File: config.mk
export PLATFORM = sky130hd
export DESIGN_NAME = id_ex_stage_flat
export DESIGN_NICKNAME = d
export VERILOG_FILES = /design/src/rtl/cpu_pkg.sv /design/src/rtl/id_ex_stage_if.sv /design/src/rtl/fwd_mux.sv /design/src/rtl/id_ex_stage.sv /design/src/flat_wrapper.sv
export SDC_FILE = /design/constraint.sdc
export NUM_CORES = 1
export LEC_CHECK = 0
export ABC_AREA = 1
export CORE_AREA = 2 2 146 148
export CTS_BUF_LIST = sky130_fd_sc_hd__clkbuf_2
export DETAILED_ROUTE_END_ITERATION = 8
export DIE_AREA = 0 0 148 150
export DONT_BUFFER_PORTS = 1
export MAX_ROUTING_LAYER = met4
export PLACE_DENSITY = 0.54
export SYNTH_ARGS = -nofsm -noshare
export SYNTH_HDL_FRONTEND = slang
export SYNTH_SLANG_ARGS = --single-unit
export TNS_END_PERCENT = 20
File: constraint.sdc
create_clock -name clk -period 1.42 [get_ports clk]
set_input_delay 0.142 -clock clk [delete_from_list [all_inputs] [get_ports clk]]
set_output_delay 0.142 -clock clk [all_outputs]
set_load 0.005 [all_outputs]
File: src/rtl/cpu_pkg.sv
// Shared CPU types: datapath widths, ALU opcodes and the ID/EX stored-entry record.
// Used by id_ex_stage (optional forwarding controlled by ID_EX_FORWARD_EN).
package cpu_pkg;

  localparam int unsigned XLEN  = 32;
  localparam int unsigned RA_W  = 5;
  localparam int unsigned ALU_W = 4;

  localparam logic [ALU_W-1:0] ALU_ADD  = 4'b0000;
  localparam logic [ALU_W-1:0] ALU_SUB  = 4'b1000;
  localparam logic [ALU_W-1:0] ALU_SLL  = 4'b0001;
  localparam logic [ALU_W-1:0] ALU_SRL  = 4'b0101;
  localparam logic [ALU_W-1:0] ALU_SRA  = 4'b1101;
  localparam logic [ALU_W-1:0] ALU_SLT  = 4'b0010;
  localparam logic [ALU_W-1:0] ALU_SLTU = 4'b0011;
  localparam logic [ALU_W-1:0] ALU_XOR  = 4'b0100;
  localparam logic [ALU_W-1:0] ALU_OR   = 4'b0110;
  localparam logic [ALU_W-1:0] ALU_AND  = 4'b0111;

  typedef struct packed {
    logic [XLEN-1:0]  pc;
    logic [XLEN-1:0]  rs1_data;
    logic [XLEN-1:0]  rs2_data;
    logic [XLEN-1:0]  imm;
    logic [RA_W-1:0]  rs1_addr;
    logic [RA_W-1:0]  rs2_addr;
    logic [RA_W-1:0]  rd_addr;
    logic [ALU_W-1:0] alu_sel;
    logic             a_sel;
    logic             b_sel;
    logic             reg_wen;
  } id_ex_t;

  // True when the opcode is one the ALU implements.
  function automatic logic is_alu_op(input logic [ALU_W-1:0] op);
    return (op == ALU_ADD) || (op == ALU_SUB) || (op == ALU_SLL) || (op == ALU_SRL) ||
           (op == ALU_SRA) || (op == ALU_SLT) || (op == ALU_SLTU) || (op == ALU_XOR) ||
           (op == ALU_OR)  || (op == ALU_AND);
  endfunction

endpackage

File: src/rtl/id_ex_stage_if.sv
// Bundle of the ID/EX stage handshakes, decoded fields, forwarding sources and ALU operands.
// Forwarding inputs are only honoured when ID_EX_FORWARD_EN is defined.
interface id_ex_stage_if;
  import cpu_pkg::*;

  logic             in_valid;
  logic             in_ready;
  logic [XLEN-1:0]  in_pc;
  logic [XLEN-1:0]  in_rs1_data;
  logic [XLEN-1:0]  in_rs2_data;
  logic [XLEN-1:0]  in_imm;
  logic [RA_W-1:0]  in_rs1_addr;
  logic [RA_W-1:0]  in_rs2_addr;
  logic [RA_W-1:0]  in_rd_addr;
  logic [ALU_W-1:0] in_alu_sel;
  logic             in_a_sel;
  logic             in_b_sel;
  logic             in_reg_wen;
  logic             flush;

  logic             fwd_mem_wen;
  logic [RA_W-1:0]  fwd_mem_rd;
  logic [XLEN-1:0]  fwd_mem_data;
  logic             fwd_wb_wen;
  logic [RA_W-1:0]  fwd_wb_rd;
  logic [XLEN-1:0]  fwd_wb_data;

  logic             out_valid;
  logic             out_ready;
  logic [XLEN-1:0]  alu_a;
  logic [XLEN-1:0]  alu_b;
  logic [ALU_W-1:0] alu_sel;
  logic [XLEN-1:0]  out_rs2_data;
  logic [XLEN-1:0]  out_pc;
  logic [RA_W-1:0]  out_rd_addr;
  logic             out_reg_wen;

  modport master (
    output in_valid, in_pc, in_rs1_data, in_rs2_data, in_imm,
           in_rs1_addr, in_rs2_addr, in_rd_addr, in_alu_sel,
           in_a_sel, in_b_sel, in_reg_wen, flush,
           fwd_mem_wen, fwd_mem_rd, fwd_mem_data,
           fwd_wb_wen, fwd_wb_rd, fwd_wb_data, out_ready,
    input  in_ready, out_valid, alu_a, alu_b, alu_sel,
           out_rs2_data, out_pc, out_rd_addr, out_reg_wen
  );

  modport slave (
    input  in_valid, in_pc, in_rs1_data, in_rs2_data, in_imm,
           in_rs1_addr, in_rs2_addr, in_rd_addr, in_alu_sel,
           in_a_sel, in_b_sel, in_reg_wen, flush,
           fwd_mem_wen, fwd_mem_rd, fwd_mem_data,
           fwd_wb_wen, fwd_wb_rd, fwd_wb_data, out_ready,
    output in_ready, out_valid, alu_a, alu_b, alu_sel,
           out_rs2_data, out_pc, out_rd_addr, out_reg_wen
  );

endinterface

File: src/rtl/fwd_mux.sv
// Operand forwarding select: MEM result over WB result over register-file value, x0 never forwarded.
// Without ID_EX_FORWARD_EN the raw value passes straight through.
module fwd_mux
  import cpu_pkg::*;
(
  input  logic [RA_W-1:0] addr,
  input  logic [XLEN-1:0] raw,
  input  logic            mem_wen,
  input  logic [RA_W-1:0] mem_rd,
  input  logic [XLEN-1:0] mem_data,
  input  logic            wb_wen,
  input  logic [RA_W-1:0] wb_rd,
  input  logic [XLEN-1:0] wb_data,
  output logic [XLEN-1:0] result
);

`ifdef ID_EX_FORWARD_EN
  always_comb begin
    result = raw;
    if (addr != RA_W'(0)) begin
      if (mem_wen && (mem_rd == addr)) begin
        result = mem_data;
      end else if (wb_wen && (wb_rd == addr)) begin
        result = wb_data;
      end
    end
  end
`else
  // Producer ports are tied off; the hazard unit stalls instead.
  logic unused_fwd;
  assign unused_fwd = ^{addr, mem_wen, mem_rd, mem_data, wb_wen, wb_rd, wb_data};
  assign result     = raw;
`endif

endmodule

File: src/rtl/id_ex_stage.sv
// Decode-to-execute pipeline register presenting forwarded, muxed ALU operands.
// ID_EX_FORWARD_EN enables result forwarding and stall-time operand refresh.
module id_ex_stage
  import cpu_pkg::*;
(
  input  logic        clk,
  input  logic        rst_n,
  id_ex_stage_if.slave bus
);

  typedef enum logic {EMPTY = 1'b0, FULL = 1'b1} state_t;

  state_t          state_q, state_d;
  id_ex_t          entry_q, entry_d;
  logic            full;
  logic            accept;
  logic            drain;
  logic [XLEN-1:0] rs1_fwd;
  logic [XLEN-1:0] rs2_fwd;

  assign full         = (state_q == FULL);
  assign bus.in_ready = !full || bus.out_ready || bus.flush;
  assign accept       = bus.in_valid && bus.in_ready && !bus.flush;
  assign drain        = full && bus.out_ready;

  fwd_mux u_fwd_rs1 (
    .addr     (entry_q.rs1_addr),
    .raw      (entry_q.rs1_data),
    .mem_wen  (bus.fwd_mem_wen),
    .mem_rd   (bus.fwd_mem_rd),
    .mem_data (bus.fwd_mem_data),
    .wb_wen   (bus.fwd_wb_wen),
    .wb_rd    (bus.fwd_wb_rd),
    .wb_data  (bus.fwd_wb_data),
    .result   (rs1_fwd)
  );

  fwd_mux u_fwd_rs2 (
    .addr     (entry_q.rs2_addr),
    .raw      (entry_q.rs2_data),
    .mem_wen  (bus.fwd_mem_wen),
    .mem_rd   (bus.fwd_mem_rd),
    .mem_data (bus.fwd_mem_data),
    .wb_wen   (bus.fwd_wb_wen),
    .wb_rd    (bus.fwd_wb_rd),
    .wb_data  (bus.fwd_wb_data),
    .result   (rs2_fwd)
  );

  // Flush wins over everything; a stalled entry captures forwarded operands so they outlive the producer.
  always_comb begin
    state_d = state_q;
    entry_d = entry_q;
    if (bus.flush) begin
      state_d = EMPTY;
    end else if (accept) begin
      state_d = FULL;
      entry_d = '{pc:       bus.in_pc,
                  rs1_data: bus.in_rs1_data,
                  rs2_data: bus.in_rs2_data,
                  imm:      bus.in_imm,
                  rs1_addr: bus.in_rs1_addr,
                  rs2_addr: bus.in_rs2_addr,
                  rd_addr:  bus.in_rd_addr,
                  alu_sel:  bus.in_alu_sel,
                  a_sel:    bus.in_a_sel,
                  b_sel:    bus.in_b_sel,
                  reg_wen:  bus.in_reg_wen};
    end else if (drain) begin
      state_d = EMPTY;
`ifdef ID_EX_FORWARD_EN
    end else if (full) begin
      entry_d.rs1_data = rs1_fwd;
      entry_d.rs2_data = rs2_fwd;
`endif
    end
  end

  always_ff @(posedge clk or negedge rst_n) begin
    if (!rst_n) begin
      state_q <= EMPTY;
      entry_q <= '0;
    end else begin
      state_q <= state_d;
      entry_q <= entry_d;
    end
  end

  assign bus.out_valid    = full;
  assign bus.alu_a        = entry_q.a_sel ? entry_q.pc  : rs1_fwd;
  assign bus.alu_b        = entry_q.b_sel ? entry_q.imm : rs2_fwd;
  assign bus.out_rs2_data = rs2_fwd;
  assign bus.alu_sel      = entry_q.alu_sel;
  assign bus.out_pc       = entry_q.pc;
  assign bus.out_rd_addr  = entry_q.rd_addr;
  assign bus.out_reg_wen  = entry_q.reg_wen;

endmodule
File: src/flat_wrapper.sv
// flat-port wrapper written by rule: the top's interface ports become plain ports
module id_ex_stage_flat import cpu_pkg::*;
  (clk, rst_n, bus_in_valid, bus_in_pc, bus_in_rs1_data, bus_in_rs2_data, bus_in_imm, bus_in_rs1_addr, bus_in_rs2_addr, bus_in_rd_addr, bus_in_alu_sel, bus_in_a_sel, bus_in_b_sel, bus_in_reg_wen, bus_flush, bus_fwd_mem_wen, bus_fwd_mem_rd, bus_fwd_mem_data, bus_fwd_wb_wen, bus_fwd_wb_rd, bus_fwd_wb_data, bus_out_ready, bus_in_ready, bus_out_valid, bus_alu_a, bus_alu_b, bus_alu_sel, bus_out_rs2_data, bus_out_pc, bus_out_rd_addr, bus_out_reg_wen);
  id_ex_stage_if bus_i ();
  input  logic clk;
  input  logic rst_n;
  input wire logic [$bits(bus_i.in_valid)-1:0] bus_in_valid;
  input wire logic [$bits(bus_i.in_pc)-1:0] bus_in_pc;
  input wire logic [$bits(bus_i.in_rs1_data)-1:0] bus_in_rs1_data;
  input wire logic [$bits(bus_i.in_rs2_data)-1:0] bus_in_rs2_data;
  input wire logic [$bits(bus_i.in_imm)-1:0] bus_in_imm;
  input wire logic [$bits(bus_i.in_rs1_addr)-1:0] bus_in_rs1_addr;
  input wire logic [$bits(bus_i.in_rs2_addr)-1:0] bus_in_rs2_addr;
  input wire logic [$bits(bus_i.in_rd_addr)-1:0] bus_in_rd_addr;
  input wire logic [$bits(bus_i.in_alu_sel)-1:0] bus_in_alu_sel;
  input wire logic [$bits(bus_i.in_a_sel)-1:0] bus_in_a_sel;
  input wire logic [$bits(bus_i.in_b_sel)-1:0] bus_in_b_sel;
  input wire logic [$bits(bus_i.in_reg_wen)-1:0] bus_in_reg_wen;
  input wire logic [$bits(bus_i.flush)-1:0] bus_flush;
  input wire logic [$bits(bus_i.fwd_mem_wen)-1:0] bus_fwd_mem_wen;
  input wire logic [$bits(bus_i.fwd_mem_rd)-1:0] bus_fwd_mem_rd;
  input wire logic [$bits(bus_i.fwd_mem_data)-1:0] bus_fwd_mem_data;
  input wire logic [$bits(bus_i.fwd_wb_wen)-1:0] bus_fwd_wb_wen;
  input wire logic [$bits(bus_i.fwd_wb_rd)-1:0] bus_fwd_wb_rd;
  input wire logic [$bits(bus_i.fwd_wb_data)-1:0] bus_fwd_wb_data;
  input wire logic [$bits(bus_i.out_ready)-1:0] bus_out_ready;
  output wire logic [$bits(bus_i.in_ready)-1:0] bus_in_ready;
  output wire logic [$bits(bus_i.out_valid)-1:0] bus_out_valid;
  output wire logic [$bits(bus_i.alu_a)-1:0] bus_alu_a;
  output wire logic [$bits(bus_i.alu_b)-1:0] bus_alu_b;
  output wire logic [$bits(bus_i.alu_sel)-1:0] bus_alu_sel;
  output wire logic [$bits(bus_i.out_rs2_data)-1:0] bus_out_rs2_data;
  output wire logic [$bits(bus_i.out_pc)-1:0] bus_out_pc;
  output wire logic [$bits(bus_i.out_rd_addr)-1:0] bus_out_rd_addr;
  output wire logic [$bits(bus_i.out_reg_wen)-1:0] bus_out_reg_wen;
  assign bus_i.in_valid = bus_in_valid;
  assign bus_i.in_pc = bus_in_pc;
  assign bus_i.in_rs1_data = bus_in_rs1_data;
  assign bus_i.in_rs2_data = bus_in_rs2_data;
  assign bus_i.in_imm = bus_in_imm;
  assign bus_i.in_rs1_addr = bus_in_rs1_addr;
  assign bus_i.in_rs2_addr = bus_in_rs2_addr;
  assign bus_i.in_rd_addr = bus_in_rd_addr;
  assign bus_i.in_alu_sel = bus_in_alu_sel;
  assign bus_i.in_a_sel = bus_in_a_sel;
  assign bus_i.in_b_sel = bus_in_b_sel;
  assign bus_i.in_reg_wen = bus_in_reg_wen;
  assign bus_i.flush = bus_flush;
  assign bus_i.fwd_mem_wen = bus_fwd_mem_wen;
  assign bus_i.fwd_mem_rd = bus_fwd_mem_rd;
  assign bus_i.fwd_mem_data = bus_fwd_mem_data;
  assign bus_i.fwd_wb_wen = bus_fwd_wb_wen;
  assign bus_i.fwd_wb_rd = bus_fwd_wb_rd;
  assign bus_i.fwd_wb_data = bus_fwd_wb_data;
  assign bus_i.out_ready = bus_out_ready;
  assign bus_in_ready = bus_i.in_ready;
  assign bus_out_valid = bus_i.out_valid;
  assign bus_alu_a = bus_i.alu_a;
  assign bus_alu_b = bus_i.alu_b;
  assign bus_alu_sel = bus_i.alu_sel;
  assign bus_out_rs2_data = bus_i.out_rs2_data;
  assign bus_out_pc = bus_i.out_pc;
  assign bus_out_rd_addr = bus_i.out_rd_addr;
  assign bus_out_reg_wen = bus_i.out_reg_wen;
  id_ex_stage u_core (.clk(clk), .rst_n(rst_n), .bus(bus_i));
endmodule
==> flow_summary_export.csv <==
group,metric,value,unit
outcome,run_status,"finished, violations left",
outcome,failed_checks,"negative hold slack, negative setup slack",
power,power_leakage,0.00433,uW
route,via_per_inst,5.05,
clock_tree,cts_tree,"yes",
clock_tree,cts-buffers-inserted,17,
global_route,grt_usage,0.192,
sta,finClkSkew,44.4,ps
power,vdd_drop_max,0.436,mV
final_layout,drive_gt1_frac,0.126,
yosys,synth_warnings,0,
die,die_area,22200,um^2
route,drt-total-wl,21500,um
die,start_util,0.349,
final_layout,final_util,0.427,
placement,hpwl,12500,um
placement,gp_congestion,0.769,
die,die_h,150,um
yosys,seq_area_frac_synth,0.489,
sta,post-route-min-period,1770,ps
sta,slew_viol_final,0,
clock_tree,clock_path_buffers,2,
yosys,synth_area_per_cell,7.96,um^2
power,pwr_density_cell,1130,nW/um^2
global_route,overflow,0,
route,wire_per_inst,17.5,um
yosys,netlist_area,7220,um^2
global_route,grt_max_degree,142,
clock_tree,path_clk_slew,250,ps
final_layout,area_delta_synth_final,22.5,%
die,design.core.area,20700,um^2
clock_tree,clock-root-buffer,"clkbuf_2",
clock_tree,cts_max_level,4,
placement,dp.cells,1050,
sta,rsz0062_at_grt,"yes",
critical_path,crit_arrival,1630,ps
sta,maxSlewHeadroom,0.717,
route,antenna_left,0,
clock_tree,cts.sinks,141,
global_route,grt_pass1_wl,33000,um
route,vias,6213,
critical_path,worstSetupEndpointType,"output port",
clock_tree,clk_latency,700,ps
global_route,antenna_found_initial,2,
route,drc,0,
route,drtIter0Drc,415,
flow_run,maxCapViolCount,0,
sta,setup_tns,-20270,ps
final_layout,final_cells,1230,
global_route,grt_pass1_vias,6245,
critical_path,cp.required,1280,ps
yosys,syn-num-nets,1138,
sta,period_share,1.25,
hold_path,min_path_type,"input pin to asynchronous set/reset pin",
critical_path,startpoint_type,"register",
die,ioPinCount,371,
sta,setup_viol,65,
sta,setup_ws,-351,ps
sta,worst_slew_pin_slew,425,ps
critical_path,worstSetupPathType,"register to output port",
clock_tree,postCtsHoldBufs,142,
die,placementRows,53,
critical_path,crit_path_max_fanout,17,
yosys,synthCells,907,
critical_path,reg2reg_setup_slack,40,ps
yosys,synthDistinctLibCells,14,
final_layout,final_area,8840,um^2
sta,holdWs,-910,ps
final_layout,fill_cells,2063,
yosys,ys_seq_elements,141,
sta,fmax,0.565,GHz
die,die_w,148,um
route,first_pass_iters,5,
sta,hold_viol,282,
final_layout,final_nets,1171,
placement,io_buffers,0,
placement,postPlaceCellArea,6860,um^2
-- logic make-up after synthesis --
logic type	count (synthesis)	share of synthesized area
buffers and inverters	214	0.161
AND/OR/NAND/NOR	488	0.306
flip-flops	141	0.489
AO/OA/AOI/OAI	64	0.0444
-- power breakdown --
group,switching [uW],internal (uW)
registers,540,4620
clock network,1650,1010
logic,1250,957
total,3440,6590
-- final cells by class --
type	instances	area (um^2)	share of cell area
clock buffer	17	85.1	0.00962
sequential	141	3540	0.401
inverter	66	250	0.0283
timing repair buffer	162	1700	0.192
clock inverter	15	185	0.0209
antenna	2	5.00	0.000566
multi-input combinational	552	2730	0.309
tap	275	344	0.0389
-- registers in the layout, indices dropped and copies added (netlist names) --
register	cells
u_core.entry_q	98
u_core.bus.out_rd_addr	5
u_core.bus.out_reg_wen	1
u_core.bus.out_pc	32
u_core.bus.out_valid	1
u_core.bus.alu_sel	4
-- metrics by stage --
step / worst slack, ps / total power, uW
3_3_place_gp: 127 / 6750
3_5_place_dp: 93.6 / 6780
5_1_grt: -526 / 10700
4_1_cts: -449 / 10100
2_1_floorplan: 326 / 6710
6_report: -351 / 10000
-- path summary, 6_finish.rpt --
kind,start,to,cells after the start
min reg2reg,u_core.entry_q[108],u_core.entry_q[108],2
min in group clk,bus_in_valid,u_core.entry_q[53],2
min,rst_n,u_core.bus.out_pc[0],0
max in group asynchronous,rst_n,u_core.entry_q[79],0
max reg2reg,u_core.bus.out_valid,u_core.bus.out_valid,4
max,u_core.entry_q[2],bus_alu_a[23],2
-- worst max-delay path: stages, from the launching register on --
cell and delay [ps]:
dfrtp_2 520, clkbuf_16 230, o21ai_2 200
-- cell usage after synthesis --
cell / number / area, um^2
nand2_4: 1 / 11.3
dfrtp_1: 141 / 3530
clkbuf_1: 19 / 71.3
nand3_4: 1 / 17.5
inv_1: 64 / 240
o21ai_0: 64 / 320
buf_6: 1 / 11.3
buf_2: 50 / 250
nand3_1: 1 / 5.00
buf_1: 1 / 3.75
nand2_1: 345 / 1290
buf_4: 77 / 578
nand4_1: 140 / 876
inv_2: 2 / 7.51
-- what timing repair did --
action,4_1_cts,5_1_grt
resized for setup,115,21
pin swaps,1,0
endpoints found under the hold margin,282,282
setup endpoints to repair,74,160
buffers inserted,3,0
cloned,0,1
-- placed cells by master (no fill, tap or decap), types with 2 or more instances in the layout --
master / count
diode_2: 2
buf_6: 4
o21ai_1: 15
clkinv_4: 5
dlygate4sd3_1: 142
nand4_1: 140
inv_6: 4
buf_4: 7
dfrtp_1: 129
buf_12: 7
bufinv_16: 3
nand2_2: 3
nand2_1: 342
dfrtp_2: 12
inv_1: 64
nand3_4: 2
o21ai_2: 49
clkbuf_2: 17
-- per-layer routing --
layer  part of all wire  routed length, um  track usage  vias up
met5                  0                  0            -        -
met4              0.024                507       0.0690        0
met3              0.067               1440       0.0567       40
met2               0.49              10400        0.301      229
met1               0.42               9110        0.237     2969
li1                   -                  -            -     2975
Note: power is estimated with default switching activity, not from simulation.
